**config.mk**
```make
export PLATFORM = sky130hd
export DESIGN_NAME = vfr_prc_sequencer
export DESIGN_NICKNAME = d
export VERILOG_FILES = /design/src/rtl/vfr_prc_pkg.sv /design/src/rtl/vfr_prc_sequencer.sv
export SDC_FILE = /design/constraint.sdc
export NUM_CORES = 1
export LEC_CHECK = 0
export ABC_AREA = 1
export BUFFER_PORTS_ARGS = -buffer_cell sky130_fd_sc_hd__buf_2
export CORE_MARGIN = 2
export CORE_UTILIZATION = 53
export DETAILED_ROUTE_END_ITERATION = 7
export PLACE_DENSITY = 0.79
export SLEW_MARGIN = 20
export SYNTH_ARGS = -nofsm -noshare
export SYNTH_HDL_FRONTEND = slang
export SYNTH_SLANG_ARGS = --single-unit
```
**constraint.sdc**
```tcl
create_clock -name clock -period 2.2 [get_ports clock]
set_input_delay 0.11 -clock clock [delete_from_list [all_inputs] [get_ports clock]]
set_output_delay 0.11 -clock clock [all_outputs]
set_load 0.01 [all_outputs]
```
**src/rtl/vfr_prc_pkg.sv**
```systemverilog
// Shared definitions for the VFR packet-reader sequencer: reader register map,
// register data constants and the sequencer state encoding.
package vfr_prc_pkg;

    localparam logic [2:0] PRC_REG_CTRL    = 3'd0;
    localparam logic [2:0] PRC_REG_IRQ     = 3'd2;
    localparam logic [2:0] PRC_REG_ADDR    = 3'd3;
    localparam logic [2:0] PRC_REG_TYPE    = 3'd4;
    localparam logic [2:0] PRC_REG_SAMPLES = 3'd5;
    localparam logic [2:0] PRC_REG_WORDS   = 3'd6;

    localparam logic [31:0] PRC_CTRL_GO_IRQEN = 32'h3;
    localparam logic [31:0] PRC_IRQ_CLR       = 32'h2;

    typedef enum logic [3:0] {
        ST_IDLE,
        ST_SELECT,
        ST_LOAD_ADDR,
        ST_LOAD_TYPE,
        ST_LOAD_SAMPLES,
        ST_LOAD_WORDS,
        ST_GO,
        ST_WAIT_IRQ,
        ST_CLEAR,
        ST_NEXT
    } state_t;

endpackage

```
**src/rtl/vfr_prc_sequencer.sv**
```systemverilog
// Programs the packet reader with a control packet then a video packet per frame,
// re-issuing the last frame when no new descriptor is waiting at a frame boundary.
module vfr_prc_sequencer
    import vfr_prc_pkg::*;
#(
    parameter int unsigned ADDR_WIDTH           = 32,
    parameter int unsigned PACKET_SAMPLES_WIDTH = 22,
    parameter int unsigned PACKET_WORDS_WIDTH   = 18,
    parameter int unsigned CTRL_PACKET_TYPE     = 15,
    parameter int unsigned VIDEO_PACKET_TYPE    = 0,
    parameter bit          REPEAT_ENABLE        = 1'b1
) (
    input  logic                            clock,
    input  logic                            reset,
    input  logic                            enable,
    output logic                            stopped,
    input  logic                            desc_valid,
    output logic                            desc_ready,
    input  logic [ADDR_WIDTH-1:0]           desc_ctrl_addr,
    input  logic [PACKET_SAMPLES_WIDTH-1:0] desc_ctrl_samples,
    input  logic [PACKET_WORDS_WIDTH-1:0]   desc_ctrl_words,
    input  logic [ADDR_WIDTH-1:0]           desc_video_addr,
    input  logic [PACKET_SAMPLES_WIDTH-1:0] desc_video_samples,
    input  logic [PACKET_WORDS_WIDTH-1:0]   desc_video_words,
    output logic [2:0]                      prc_address,
    output logic                            prc_write,
    output logic [31:0]                     prc_writedata,
    input  logic                            prc_irq,
    output logic                            frame_done,
    output logic [15:0]                     repeat_count
);

    localparam logic [31:0] CTRL_TYPE_WORD  = 32'(4'(CTRL_PACKET_TYPE));
    localparam logic [31:0] VIDEO_TYPE_WORD = 32'(4'(VIDEO_PACKET_TYPE));

    state_t                          state;
    logic                            have_frame;
    logic                            cur_ctrl;
    logic [ADDR_WIDTH-1:0]           ctrl_addr_r;
    logic [PACKET_SAMPLES_WIDTH-1:0] ctrl_samples_r;
    logic [PACKET_WORDS_WIDTH-1:0]   ctrl_words_r;
    logic [ADDR_WIDTH-1:0]           video_addr_r;
    logic [PACKET_SAMPLES_WIDTH-1:0] video_samples_r;
    logic [PACKET_WORDS_WIDTH-1:0]   video_words_r;

    logic        accept;
    logic        sel_ctrl;
    logic [31:0] pkt_addr;
    logic [31:0] pkt_type;
    logic [31:0] pkt_samples;
    logic [31:0] pkt_words;

    assign stopped    = (state == ST_IDLE);
    assign desc_ready = ~reset & enable & ((state == ST_IDLE) | (state == ST_NEXT));
    assign accept     = desc_valid & desc_ready;

    // Packet field mux; in SELECT the choice is made from the latched descriptor.
    always_comb begin
        sel_ctrl = cur_ctrl;
        if (state == ST_SELECT) begin
            sel_ctrl = (ctrl_words_r != '0);
        end
        pkt_addr    = sel_ctrl ? 32'(ctrl_addr_r)    : 32'(video_addr_r);
        pkt_type    = sel_ctrl ? CTRL_TYPE_WORD      : VIDEO_TYPE_WORD;
        pkt_samples = sel_ctrl ? 32'(ctrl_samples_r) : 32'(video_samples_r);
        pkt_words   = sel_ctrl ? 32'(ctrl_words_r)   : 32'(video_words_r);
    end

    // Sequencer: the write for a state is registered on entry so it is visible in that state.
    always_ff @(posedge clock) begin
        if (reset) begin
            state           <= ST_IDLE;
            have_frame      <= 1'b0;
            cur_ctrl        <= 1'b0;
            ctrl_addr_r     <= '0;
            ctrl_samples_r  <= '0;
            ctrl_words_r    <= '0;
            video_addr_r    <= '0;
            video_samples_r <= '0;
            video_words_r   <= '0;
            prc_address     <= '0;
            prc_write       <= 1'b0;
            prc_writedata   <= '0;
            frame_done      <= 1'b0;
            repeat_count    <= '0;
        end else begin
            prc_address   <= '0;
            prc_write     <= 1'b0;
            prc_writedata <= '0;
            frame_done    <= 1'b0;

            if (accept) begin
                ctrl_addr_r     <= desc_ctrl_addr;
                ctrl_samples_r  <= desc_ctrl_samples;
                ctrl_words_r    <= desc_ctrl_words;
                video_addr_r    <= desc_video_addr;
                video_samples_r <= desc_video_samples;
                video_words_r   <= desc_video_words;
                have_frame      <= 1'b1;
            end

            case (state)
                ST_IDLE: begin
                    if (accept) begin
                        state <= ST_SELECT;
                    end
                end
                ST_SELECT: begin
                    cur_ctrl      <= sel_ctrl;
                    state         <= ST_LOAD_ADDR;
                    prc_write     <= 1'b1;
                    prc_address   <= PRC_REG_ADDR;
                    prc_writedata <= pkt_addr;
                end
                ST_LOAD_ADDR: begin
                    state         <= ST_LOAD_TYPE;
                    prc_write     <= 1'b1;
                    prc_address   <= PRC_REG_TYPE;
                    prc_writedata <= pkt_type;
                end
                ST_LOAD_TYPE: begin
                    state         <= ST_LOAD_SAMPLES;
                    prc_write     <= 1'b1;
                    prc_address   <= PRC_REG_SAMPLES;
                    prc_writedata <= pkt_samples;
                end
                ST_LOAD_SAMPLES: begin
                    state         <= ST_LOAD_WORDS;
                    prc_write     <= 1'b1;
                    prc_address   <= PRC_REG_WORDS;
                    prc_writedata <= pkt_words;
                end
                ST_LOAD_WORDS: begin
                    state         <= ST_GO;
                    prc_write     <= 1'b1;
                    prc_address   <= PRC_REG_CTRL;
                    prc_writedata <= PRC_CTRL_GO_IRQEN;
                end
                ST_GO: begin
                    state <= ST_WAIT_IRQ;
                end
                ST_WAIT_IRQ: begin
                    if (prc_irq) begin
                        state         <= ST_CLEAR;
                        prc_write     <= 1'b1;
                        prc_address   <= PRC_REG_IRQ;
                        prc_writedata <= PRC_IRQ_CLR;
                    end
                end
                ST_CLEAR: begin
                    if (cur_ctrl) begin
                        // Control packet done: go straight to loading the video packet.
                        cur_ctrl      <= 1'b0;
                        state         <= ST_LOAD_ADDR;
                        prc_write     <= 1'b1;
                        prc_address   <= PRC_REG_ADDR;
                        prc_writedata <= 32'(video_addr_r);
                    end else begin
                        state      <= ST_NEXT;
                        frame_done <= 1'b1;
                    end
                end
                ST_NEXT: begin
                    if (!enable) begin
                        state <= ST_IDLE;
                    end else if (desc_valid) begin
                        state <= ST_SELECT;
                    end else if (REPEAT_ENABLE && have_frame) begin
                        state <= ST_SELECT;
                        if (repeat_count != 16'hFFFF) begin
                            repeat_count <= repeat_count + 16'd1;
                        end
                    end else begin
                        state <= ST_IDLE;
                    end
                end
                default: begin
                    state <= ST_IDLE;
                end
            endcase
        end
    end

endmodule

```
==> run summary, run 1 <==
Tot GR Track Use -> 32.5%
Worst path required time -> 2.58 ns
Hold Crit Start -> desc_valid
Layout Cells excl Fill -> 1698
Reg2Reg Setup Slack -> 0.19 ns
Synth Net Count -> 1302
Post-CTS Resized -> 0
Placed cell area -> 0.00953 sq mm
DRT antenna net count -> 0
First-pass GRT wire length -> 43700 um
R2R depth -> 10
Setup TNS Final -> 0 ns
# Post-CTS Setup Buffers -> 0
Clock buffer count from CTS -> 21
N_diodes -> 0
Setup violations, final -> 0
# clock sinks -> 203
Hold Buf Count CTS -> 145
DRC -> 0
Crit path kind -> reg2reg
Cell variety after synth -> 31
Design Area, Final -> 0.0118 sq mm
Number of global-route vias before repair -> 8836
Post-Syn Instances -> 1152
Hold crit path type -> in2reg
Worst-Margin Slew -> 0.452 ns
Area leader, netlist -> dfxtp_1
Max cap viols -> 0
Final nets -> 1623
CTS root buf -> clkbuf_16
Worst R2R End -> video_words_r[5]
Routability congestion estimate from global placement -> 0.937
Mapped cell area -> 0.00838 sq mm
Initial antenna violation count -> 0
Worst skew pair latency -> 0.51 ns
Row count -> 45
Leak -> 5.37 nW
1st-pass router iterations -> 7
Final Cycle Share -> 91.5%
Die W -> 130 um
Sequential area share after synthesis -> 48.5%
Top cells by area, synth -> dfxtp_1 (48%), nand2_1 (14%), a21oi_1 (6.4%)
Register area -> 0.00406 sq mm
Yosys top cell area share -> 48.5%
Seq cells post-synth -> 203
GR Overflow Total -> 0
Die Y -> 130 um
CTS clock-pin slew for the worst setup and hold paths -> 0.07 ns
Die footprint -> 0.0168 sq mm
CP Data Arrival Time -> 2.39 ns
CTS tree -> built
Area growth syn-to-layout -> 40.3%
Clock skew -> 0.0186 ns
CTS H-Tree Depth -> 1
Critical path endpoint category -> flip-flop
Min Tclk post-route -> 2.01 ns
Area of the multi-input gates -> 0.00349 sq mm
Share of post-route cells with drive strength above 1 -> 18.6%
Yosys warnings -> 0
Crit path from -> state[3]
PwrDens -> 851 mW/mm^2
Outcome -> completed
Highest clock rate -> 497 MHz
Routed WL -> 27700 um
Post-DP HPWL -> 16200 um
Total chip power -> 10.0 mW
Core area -> 0.0153 sq mm
Hold Path Sink -> have_frame
RSZ-0062 raised after global routing -> no
Synth Area per Inst -> 7.28 sq um
Drt wl/cell -> 16.3 um
DR vias/cell -> 5.40
Routed via count -> 9170
Worst R2R Start -> state[3]
DR iter-0 viols -> 1002
Cells after DPL -> 1516
Initial Util -> 54.7%
Largest net degree at the start of global routing -> 123
Final Hold Fails -> 0
Final Max Slew Viols -> 0
I/O pin cnt -> 204
CP max FO -> 122
Layout fillers -> 1070
Max Buffers Root-to-Sink -> 3
VDD IR max -> 0.548 mV
CP startpoint kind -> flip-flop
Max-slew headroom -> 69.8%
WHS Path Cells -> 3
Number of I/O port buffers -> 203
routing by layer:
metal | vias up | wire (um) | global-route usage (%)
li1 | 4372 | - | -
met1 | 4146 | 11000 | 42.5
met2 | 545 | 13000 | 53.8
met3 | 107 | 2570 | 5.29
met4 | 0 | 1180 | 13.7
met5 | - | 0 | 0
logic make-up (layout without fill, tap and decap cells):
family	count (synthesis)	count (layout)	synth area share (%)
flip-flops	203	203	48.5
buffers and inverters	192	527	10.0
adder cells (fa/ha/maj)	1	1	0.149
AO/OA/AOI/OAI	248	248	15.7
XOR/XNOR	4	4	0.418
AND/OR/NAND/NOR	504	504	25.2
worst max-delay path: stages (launching register included):
cell     delay (ns)
dfxtp_1        0.42
inv_2          0.07
nor2_2         0.12
nand2_1        0.11
nand2_1        0.07
nand2_1        0.08
nor2_4         0.15
nand2_8        0.16
buf_12         0.28
o21ai_0        0.30
a21oi_1        0.09
worst max-delay path by stage:
stage                              to  slack [ns]  cells past startpoint
CTS                  ctrl_words_r[17]        0.24                      9
finish               video_words_r[5]        0.19                     10
floorplan            repeat_count[12]        0.56                      8
detailed placement  video_words_r[16]        0.28                      9
global route        video_words_r[16]        0.05                      9
global placement    video_words_r[16]        0.31                      9
cells in the mapped netlist, drive strengths merged:
master / instances
o22ai: 21
clkbuf: 25
nand3b: 1
a31oi: 2
nand3: 109
o211ai: 14
nor3: 11
nor2: 59
ha: 1
o21ai: 99
buf: 47
a21oi: 108
o31ai: 1
nor3b: 1
xnor2: 1
xor2: 3
nand4: 4
inv: 120
dfxtp: 203
nand2: 317
a211oi: 3
nor4: 2
cell usage in the layout, fill, tap and decap left out, types with 21 or more instances in the layout:
master,synthesis,layout
clkbuf_16,0,21
nand3_1,108,108
o21ai_0,99,99
o22ai_1,21,21
nand2_1,313,313
dlygate4sd3_1,0,145
a21oi_1,108,108
buf_2,24,203
inv_1,117,116
nor2_1,53,52
dfxtp_1,203,203
registers in the layout, summed over array words and instances (netlist names), 16 cells and up:
signal and count:
video_addr_r 32, ctrl_samples_r 22, video_words_r 18, repeat_count 16, video_samples_r 22, ctrl_words_r 18
prc_writedata 32, ctrl_addr_r 32
report_power, final:
| part | internal, mW | switching, mW |
|---|---|---|
| Combinational | 0.703 | 1.14 |
| Clock | 2.51 | 1.49 |
| Sequential | 4.00 | 0.159 |
| Total | 7.21 | 2.79 |
area by class of cell:
class / instances / share of cell area [%]
flip-flops and latches: 203 / 34.5
clock buffers: 27 / 5.08
multi-input cells: 757 / 29.7
inverters: 120 / 3.85
well taps: 211 / 2.24
repair buffers: 370 / 23.0
clock inverters: 10 / 1.57
metrics by stage:
step	worst slack, ns	utilization, %	hold slack [ns]
finish	0.187	76.8	0.0417
global route	0.0484	76.8	0.0703
CTS	0.237	76.8	0.0335
detailed placement	0.277	62.2	0.308
global placement	0.314	62.2	0.305
floorplan	0.561	-	0.220
Note: power is estimated with default switching activity, not from simulation.
==> run 2: changes to the inputs <==
--- a/config.mk
+++ b/config.mk
@@ -8,9 +8,9 @@
 export ABC_AREA = 1
 export BUFFER_PORTS_ARGS = -buffer_cell sky130_fd_sc_hd__buf_2
 export CORE_MARGIN = 2
-export CORE_UTILIZATION = 53
+export CORE_UTILIZATION = 49
 export DETAILED_ROUTE_END_ITERATION = 7
-export PLACE_DENSITY = 0.79
+export PLACE_DENSITY = 0.74
 export SLEW_MARGIN = 20
 export SYNTH_ARGS = -nofsm -noshare
 export SYNTH_HDL_FRONTEND = slang
==> run summary, run 2 (same netlist as run 1, synthesis figures left out) <==
Core area -> 0.0166 sq mm (was 0.0153 sq mm)
GR Overflow Total -> 0 (unchanged)
Met2 Use GR -> 47.4% (was 53.8%)
Design Area, Final -> 0.0118 sq mm (about the same)
CTS clock-pin slew for the worst setup and hold paths -> 0.06 ns (was 0.07 ns)
Final nets -> 1622 (was 1623)
Max-slew headroom -> 68.1% (was 69.8%)
WHS -> 0.0432 ns (was 0.0417 ns)
Final Max Slew Viols -> 0 (unchanged)
DRC -> 0 (unchanged)
Number of I/O port buffers -> 203 (unchanged)
# Post-CTS Setup Buffers -> 0 (unchanged)
Initial Util -> 50.4% (was 54.7%)
Initial antenna violation count -> 0 (unchanged)
CP max FO -> 114 (was 122)
Layout Utilization -> 70.7% (was 76.8%)
Max cap viols -> 0 (unchanged)
I/O pin cnt -> 204 (unchanged)
Routed WL -> 26600 um (was 27700 um)
Leak -> 5.36 nW (was 5.37 nW)
CTS tree -> built (unchanged)
Routed via count -> 8960 (was 9170)
Number of global-route vias before repair -> 8477 (was 8836)
CTS H-Tree Depth -> 1 (unchanged)
Share of post-route cells with drive strength above 1 -> 18.4% (was 18.6%)
Leading cell types in the layout, fill and taps excluded -> nand2_1 (313), dfxtp_1 (203), buf_2 (203) (unchanged)
1st-pass router iterations -> 6 (was 7)
Highest clock rate -> 533 MHz (was 497 MHz)
PwrDens -> 837 mW/mm^2 (was 851 mW/mm^2)
CP startpoint kind -> flip-flop (unchanged)
First-pass GRT wire length -> 42100 um (was 43700 um)
Area of the multi-input gates -> 0.00349 sq mm (unchanged)
M3 GR Usage -> 4.43% (was 5.29%)
GR peak layer -> met2 (unchanged)
DR iter-0 viols -> 655 (was 1002)
Layout fillers -> 1283 (was 1070)
Routability congestion estimate from global placement -> 0.880 (was 0.937)
Crit path kind -> reg2reg (unchanged)
Largest net degree at the start of global routing -> 115 (was 123)
Clock skew -> 0.00986 ns (was 0.0186 ns)
Hold crit path type -> in2reg (unchanged)
DR vias/cell -> 5.25 (was 5.40)
Worst-Margin Slew -> 0.476 ns (was 0.452 ns)
Die W -> 135 um (was 130 um)
Setup violations, final -> 0 (unchanged)
Min Tclk post-route -> 1.88 ns (was 2.01 ns)
Worst skew pair latency -> 0.49 ns (was 0.51 ns)
Placed cell area -> 0.00953 sq mm (about the same)
Post-CTS Resized -> 0 (unchanged)
Final Cycle Share -> 85.3% (was 91.5%)
Row count -> 47 (was 45)
Post-DP HPWL -> 16100 um (was 16200 um)
Area growth syn-to-layout -> 40.4% (was 40.3%)
Clock buffer count from CTS -> 22 (was 21)
N_diodes -> 0 (unchanged)
Die Y -> 135 um (was 130 um)
Critical path endpoint category -> flip-flop (unchanged)
Die footprint -> 0.0182 sq mm (was 0.0168 sq mm)
VDD IR max -> 0.585 mV (was 0.548 mV)
Setup TNS Final -> 0 ns (unchanged)
DRT antenna net count -> 0 (unchanged)
Leading cell type in the layout, fill and taps excluded -> nand2_1 (unchanged)
Grt met1 use -> 36.6% (was 42.5%)
Final Hold Fails -> 0 (unchanged)
CTS root buf -> clkbuf_16 (unchanged)
Biggest regs -> ctrl_addr_r x32, prc_writedata x32, video_addr_r x32 (unchanged)
Outcome -> completed (unchanged)
Tot GR Track Use -> 28.8% (was 32.5%)
Worst path required time -> 2.57 ns (was 2.58 ns)
Max Buffers Root-to-Sink -> 3 (unchanged)
Drt wl/cell -> 15.6 um (was 16.3 um)
CP Data Arrival Time -> 2.24 ns (was 2.39 ns)
Register area -> 0.00406 sq mm (unchanged)
# clock sinks -> 203 (unchanged)
RSZ-0062 raised after global routing -> no (unchanged)
## run 2: changes by cell type in the layout (fill, tap and decap cells not counted)
cell,before,now
buf_4,16,12
bufinv_16,5,2
clkbuf_8,5,8
clkbuf_1,1,3
clkbuf_16,21,23
inv_6,2,0
buf_12,6,7
clkinv_8,0,1
clkinvlp_4,1,0
dlygate4sd3_1,145,146
## run 2: worst max-delay path: stages, from the launching register on
cell and delay (ns):
dfxtp_1 0.36, nor2_1 0.24, nand2_1 0.10, nand2_1 0.09
nand2_1 0.08, nor2_4 0.15, nand2_8 0.10, buf_12 0.24
o21ai_0 0.28, a21oi_1 0.06
## run 2: final cells by class
| type | instances | area share [%] |
|---|---|---|
| clock buffers | 34 | 5.92 |
| clock inverters | 5 | 0.733 |
| inverters | 120 | 3.85 |
| multi-input cells | 757 | 29.6 |
| flip-flops and latches | 203 | 34.5 |
| well taps | 220 | 2.34 |
| repair buffers | 368 | 23.0 |
## run 2: final timing paths
path | startpoint | end | slack (ns) | cells past startpoint
max | state[1] | ctrl_words_r[13] | 0.32 | 9
min | prc_irq | prc_write | 0.04 | 5
max reg2reg | state[1] | ctrl_words_r[13] | 0.32 | 9
min reg2reg | video_words_r[1] | video_words_r[1] | 0.45 | 2
## run 2: layer usage
layer | share of wire, % | wire length, um | vias to the layer above
li1 | - | - | 4372
met1 | 41 | 10900 | 4083
met2 | 47 | 12600 | 408
met3 | 7.1 | 1900 | 97
met4 | 4.8 | 1280 | 0
met5 | 0 | 0 | -
## run 2: report_power, final
| part | switching [mW] | internal [mW] | leakage (nW) | total (mW) |
|---|---|---|---|---|
| combinational | 1.12 | 0.706 | 3.32 | 1.82 |
| clock | 1.46 | 2.42 | 0.387 | 3.88 |
| sequential | 0.153 | 4.00 | 1.65 | 4.15 |
## run 2: timing repair
action	4_1_cts	5_1_grt
hold buffers	146	0
setup endpoints to repair	0	0
endpoints found under the hold margin	149	0
## run 2: stage by stage
step | power, mW | setup WS, ns | std cells
floorplan | 5.29 | 0.561 | 1152
global placement | 5.78 | 0.355 | 1522
detailed placement | 5.80 | 0.335 | 1522
CTS | 9.85 | 0.327 | 1707
global route | 10.3 | 0.155 | 1707
finish | 9.86 | 0.324 | 1707
